[config.mk]
export PLATFORM = sky130hd
export DESIGN_NAME = haar_rom_arbiter
export DESIGN_NICKNAME = d
export VERILOG_FILES = /design/src/rtl/haar_rom_arbiter.sv
export SDC_FILE = /design/constraint.sdc
export NUM_CORES = 1
export LEC_CHECK = 0
export BUFFER_PORTS_ARGS = -buffer_cell sky130_fd_sc_hd__buf_4
export CAP_MARGIN = 20
export CORE_MARGIN = 5
export CORE_UTILIZATION = 35
export DETAILED_ROUTE_END_ITERATION = 12
export SYNTH_ARGS = -nofsm -noshare
export SYNTH_HDL_FRONTEND = slang
export SYNTH_SLANG_ARGS = --single-unit
[constraint.sdc]
create_clock -name clk -period 3.2 [get_ports clk]
set_input_delay 0.16 -clock clk [delete_from_list [all_inputs] [get_ports clk]]
set_output_delay 0.16 -clock clk [all_outputs]
set_load 0.02 [all_outputs]
[src/rtl/haar_rom_arbiter.sv]
// Two-requester round-robin arbiter for a shared ROM with a fixed read latency.
// Each grant runs one burst of sequential reads; read data returns in order, tagged with its owner.
module haar_rom_arbiter #(
  parameter int ADDR_WIDTH   = 12,
  parameter int DATA_WIDTH   = 8,
  parameter int LEN_WIDTH    = 4,
  parameter int READ_LATENCY = 1
) (
  input  logic                  clk,
  input  logic                  reset,
  input  logic                  req0,
  input  logic                  req1,
  input  logic [ADDR_WIDTH-1:0] addr0,
  input  logic [ADDR_WIDTH-1:0] addr1,
  input  logic [LEN_WIDTH-1:0]  len0,
  input  logic [LEN_WIDTH-1:0]  len1,
  output logic                  gnt0,
  output logic                  gnt1,
  output logic [ADDR_WIDTH-1:0] rom_address,
  input  logic [DATA_WIDTH-1:0] rom_q,
  output logic                  rd_valid,
  output logic                  rd_id,
  output logic [DATA_WIDTH-1:0] rd_data,
  output logic                  done
);

  localparam logic [ADDR_WIDTH-1:0] ADDR_ONE = {{(ADDR_WIDTH-1){1'b0}}, 1'b1};
  localparam logic [ADDR_WIDTH-1:0] ADDR_ZERO = {ADDR_WIDTH{1'b0}};
  localparam logic [LEN_WIDTH-1:0]  LEN_ONE  = {{(LEN_WIDTH-1){1'b0}}, 1'b1};
  localparam logic [LEN_WIDTH-1:0]  LEN_ZERO = {LEN_WIDTH{1'b0}};

  typedef enum logic [1:0] {
    IDLE  = 2'd0,
    ISSUE = 2'd1,
    DRAIN = 2'd2
  } state_t;

  state_t                  state_r;
  logic                    gnt0_r;
  logic                    gnt1_r;
  logic                    last_r;
  logic                    owner_r;
  logic [ADDR_WIDTH-1:0]   addr_r;
  logic [LEN_WIDTH-1:0]    len_r;
  logic [LEN_WIDTH-1:0]    cnt_r;
  logic [READ_LATENCY-1:0] vld_r;
  logic [READ_LATENCY-1:0] lst_r;

  logic                    any_req_s;
  logic                    pick1_s;
  logic [ADDR_WIDTH-1:0]   sel_addr_s;
  logic [LEN_WIDTH-1:0]    sel_len_s;
  logic                    issue_s;
  logic                    last_word_s;
  logic                    zero_done_s;
  logic                    done_s;

  // Round-robin choice: on contention serve whoever was not served last.
  always_comb begin
    any_req_s  = req0 | req1;
    pick1_s    = 1'b0;
    sel_addr_s = addr0;
    sel_len_s  = len0;
    if (req0 && req1) begin
      pick1_s = ~last_r;
    end else if (req1) begin
      pick1_s = 1'b1;
    end else begin
      pick1_s = 1'b0;
    end
    if (pick1_s) begin
      sel_addr_s = addr1;
      sel_len_s  = len1;
    end else begin
      sel_addr_s = addr0;
      sel_len_s  = len0;
    end
  end

  assign issue_s     = (state_r == ISSUE);
  assign last_word_s = (cnt_r == len_r);
  // A grant cycle spent in DRAIN can only be a zero-length burst.
  assign zero_done_s = (state_r == DRAIN) && (gnt0_r || gnt1_r);
  assign done_s      = lst_r[READ_LATENCY-1];

  // Burst sequencer: grant, address issue and drain.
  always_ff @(posedge clk) begin
    if (reset) begin
      state_r <= IDLE;
      gnt0_r  <= 1'b0;
      gnt1_r  <= 1'b0;
      last_r  <= 1'b1;
      owner_r <= 1'b0;
      addr_r  <= ADDR_ZERO;
      len_r   <= LEN_ZERO;
      cnt_r   <= LEN_ZERO;
    end else begin
      gnt0_r <= 1'b0;
      gnt1_r <= 1'b0;
      case (state_r)
        IDLE: begin
          if (any_req_s) begin
            gnt0_r  <= ~pick1_s;
            gnt1_r  <= pick1_s;
            last_r  <= pick1_s;
            owner_r <= pick1_s;
            len_r   <= sel_len_s;
            cnt_r   <= LEN_ONE;
            if (sel_len_s != LEN_ZERO) begin
              addr_r  <= sel_addr_s;
              state_r <= ISSUE;
            end else begin
              state_r <= DRAIN;
            end
          end else begin
            state_r <= IDLE;
          end
        end
        ISSUE: begin
          if (last_word_s) begin
            state_r <= DRAIN;
          end else begin
            addr_r <= addr_r + ADDR_ONE;
            cnt_r  <= cnt_r + LEN_ONE;
          end
        end
        DRAIN: begin
          if (done_s) begin
            state_r <= IDLE;
          end else begin
            state_r <= DRAIN;
          end
        end
        default: begin
          state_r <= IDLE;
        end
      endcase
    end
  end

  // Read-return pipeline matching the ROM latency; the last stage drives rd_valid/done.
  always_ff @(posedge clk) begin
    if (reset) begin
      vld_r <= {READ_LATENCY{1'b0}};
      lst_r <= {READ_LATENCY{1'b0}};
    end else begin
      vld_r[0] <= issue_s;
      lst_r[0] <= issue_s && last_word_s;
      for (int i = 1; i < READ_LATENCY; i++) begin
        vld_r[i] <= vld_r[i-1];
        lst_r[i] <= lst_r[i-1];
      end
      // Zero-length bursts report done one cycle after grant, bypassing the ROM latency.
      if (zero_done_s) begin
        lst_r[READ_LATENCY-1] <= 1'b1;
      end
    end
  end

  assign gnt0        = gnt0_r;
  assign gnt1        = gnt1_r;
  assign rom_address = addr_r;
  assign rd_valid    = vld_r[READ_LATENCY-1];
  assign done        = done_s;
  assign rd_id       = owner_r;
  assign rd_data     = rom_q;

endmodule

==> flow_summary.toml <==
[placed_design]
gp_congestion = 0.780
place_inst = 313
dp_hpwl_um = 3210
preCtsSetupSlack_ps = 1230
numPortBuffers = 52

[layout]
multi_input_area_um2 = 1010
fin_nets = 297
areaGrowthSynthToFinish_pct = 24.4
fill_cells = 480
drive_gt1_frac = 0.280
fin_cells = 317
regArea_um2 = 561
num_antenna_cells = 0

[clock_network]
cts_setup_buffers = 0
clk_pin_slew_ps = 90
cts_resized = 0
cts_num_sinks = 28
cts_inserted_buffers = 3
htreeDepth = 1
ctsHoldBuffers = 0
ctsLongestPathBuffers = 2
cts_root_buf = "clkbuf_8"
cts_tree = "done"
clk_latency_ps = 270

[global_routing]
grt_overflow = 0
antenna_found_initial = 0
grt_pass1_vias = 1529
grtUsageTotal = 0.145
grt_max_degree = 30
grt_pass1_wl_um = 7330

[sta]
period_share = 0.626
tightest_slew_ps = 755
rsz0062_at_grt = "no"
timing.final.ws_setup_ps = 1200
finalCriticalPeriod_ps = 2000
fmax_mhz = 499
maxSlewHeadroom = 0.497
setup-violations-final = 0
fin_worst_skew_ps = 2.19
slew_viol_final = 0
fin_setup_tns_ps = 0
finalHoldViolations = 0

[logic_synthesis]
yosysWarningCount = 0
synth_area_leaders = "dfxtp_1, nand2_1, a21oi_1, buf_4, nor3_1"
ys_ff_latch = 28
avgSynthCellArea_um2 = 7.92
ys_seq_area_frac = 0.331
synth.largest_area_cell = "dfxtp_1"
synth_edf_count = 0
postSynthCellCount = 214
syn_nets = 260
synth_cell_types = 45
async_flop_share = 0
synth_top_area_share = 0.331
synth_ff_type = "dfxtp_1"
syn-cell-area_um2 = 1690

[drt]
first_pass_iters = 5
post_drt_wl_per_cell_um = 13.8
drtAntennaViolNets = 0
wl_um = 4380
viasPerCell = 5.16
vias = 1636
drtIter0Drc = 128
drc = 0

[run]
cap_violations = 0

[worst_setup_path]
critPathKind = "reg -> reg"
r2r_setup_slack_ps = 1200
critPathLaunchType = "flip-flop"
critPathArrivalTime_ps = 2220
end_kind = "flip-flop"
cp.required_ps = 3420
crit_fanout = 18

[power]
leakagePower_nw = 0.840
irDropWorstVdd_mv = 0.223
p_per_area_nw_per_um2 = 587

[floorplanning]
rows = 25
die_w_um = 79.6
die-area_um2 = 6330
die_h_um = 79.6
start_util = 0.359
boundaryPins = 69
coreArea_um2 = 4720

[hold_path]
hold_path_class = "in -> reg"

[status]
status = "finished clean"
through the flow:
| stage | instance area (µm²) | hold WS [ps] | power, mW | utilization |
|---|---|---|---|---|
| 5_1_grt | 2110 | 162 | 1.33 | 0.446 |
| 3_3_place_gp | 2050 | 320 | 1.02 | 0.434 |
| 3_5_place_dp | 2050 | 320 | 1.03 | 0.434 |
| 2_1_floorplan | 1690 | 249 | 0.873 | - |
| 6_report | 2110 | 159 | 1.24 | 0.446 |
| 4_1_cts | 2110 | 152 | 1.25 | 0.446 |
worst max-delay path, cell delays in order, from the launching register on:
cell,delay [ps]
dfxtp_1,360
a21boi_4,490
mux2_4,380
a2bb2oi_4,220
a2111o_1,360
a21oi_2,130
Yosys cell counts (all sizes together), types with 3 or more instances:
| cell type | number |
|---|---|
| a31oi | 5 |
| nand3 | 7 |
| clkbuf | 7 |
| nor4 | 5 |
| buf | 13 |
| a2111o | 3 |
| o21ai | 10 |
| nand2 | 39 |
| a311oi | 4 |
| dfxtp | 28 |
| nor3 | 18 |
| xnor2 | 7 |
| inv | 3 |
| a21oi | 19 |
| nor2 | 18 |
| nand4 | 3 |
placed cells by master (no fill, tap or decap), types with 5 or more instances in the layout:
| cell | n |
|---|---|
| nor2_1 | 18 |
| nand3_1 | 5 |
| dfxtp_1 | 28 |
| a31oi_1 | 5 |
| nor3_1 | 15 |
| buf_4 | 52 |
| o21ai_0 | 6 |
| xnor2_1 | 7 |
| nand2_1 | 39 |
| a21oi_1 | 17 |
worst paths after layout:
kind	cells past startpoint	startpoint	to
max	5	last_r	rom_address[11]
min	3	len1[2]	len_r[2]
max reg2reg	5	last_r	rom_address[11]
min reg2reg	1	rd_id	rd_id
power breakdown:
group / switching (mW) / internal, mW / leakage, nW
logic: 0.305 / 0.220 / 0.581
clock network: 0.109 / 0.110 / 0.0288
registers: 0.0785 / 0.416 / 0.231
registers in the layout, summed over array words and instances (netlist names):
signal,flops
gnt1,1
gnt0,1
rom_address,12
done,1
cnt_r,4
state_r,2
last_r,1
len_r,4
rd_id,1
rd_valid,1
routing by layer:
layer | wire length, µm | global-route usage | up-vias
met2 | 1940 | 0.210 | 56
met3 | 306 | 0.0305 | 4
met5 | 0 | 0 | -
li1 | - | - | 827
met1 | 2070 | 0.210 | 749
met4 | 59 | 0.0481 | 0
final cells by class:
class | count | area share
multi-input combinational | 163 | 0.477
sequential | 28 | 0.266
timing repair buffer | 52 | 0.185
tap | 67 | 0.0398
clock buffer | 4 | 0.0261
inverter | 3 | 0.00534
cells by family after synthesis:
logic type / synth area share
AO/OA/AOI/OAI: 0.227
XOR/XNOR: 0.0465
adder cells (fa/ha/maj): 0.0148
buffers and inverters: 0.0753
flip-flops: 0.331
multiplexers: 0.00886
AND/OR/NAND/NOR: 0.297
(Power assumes the default switching activity.)
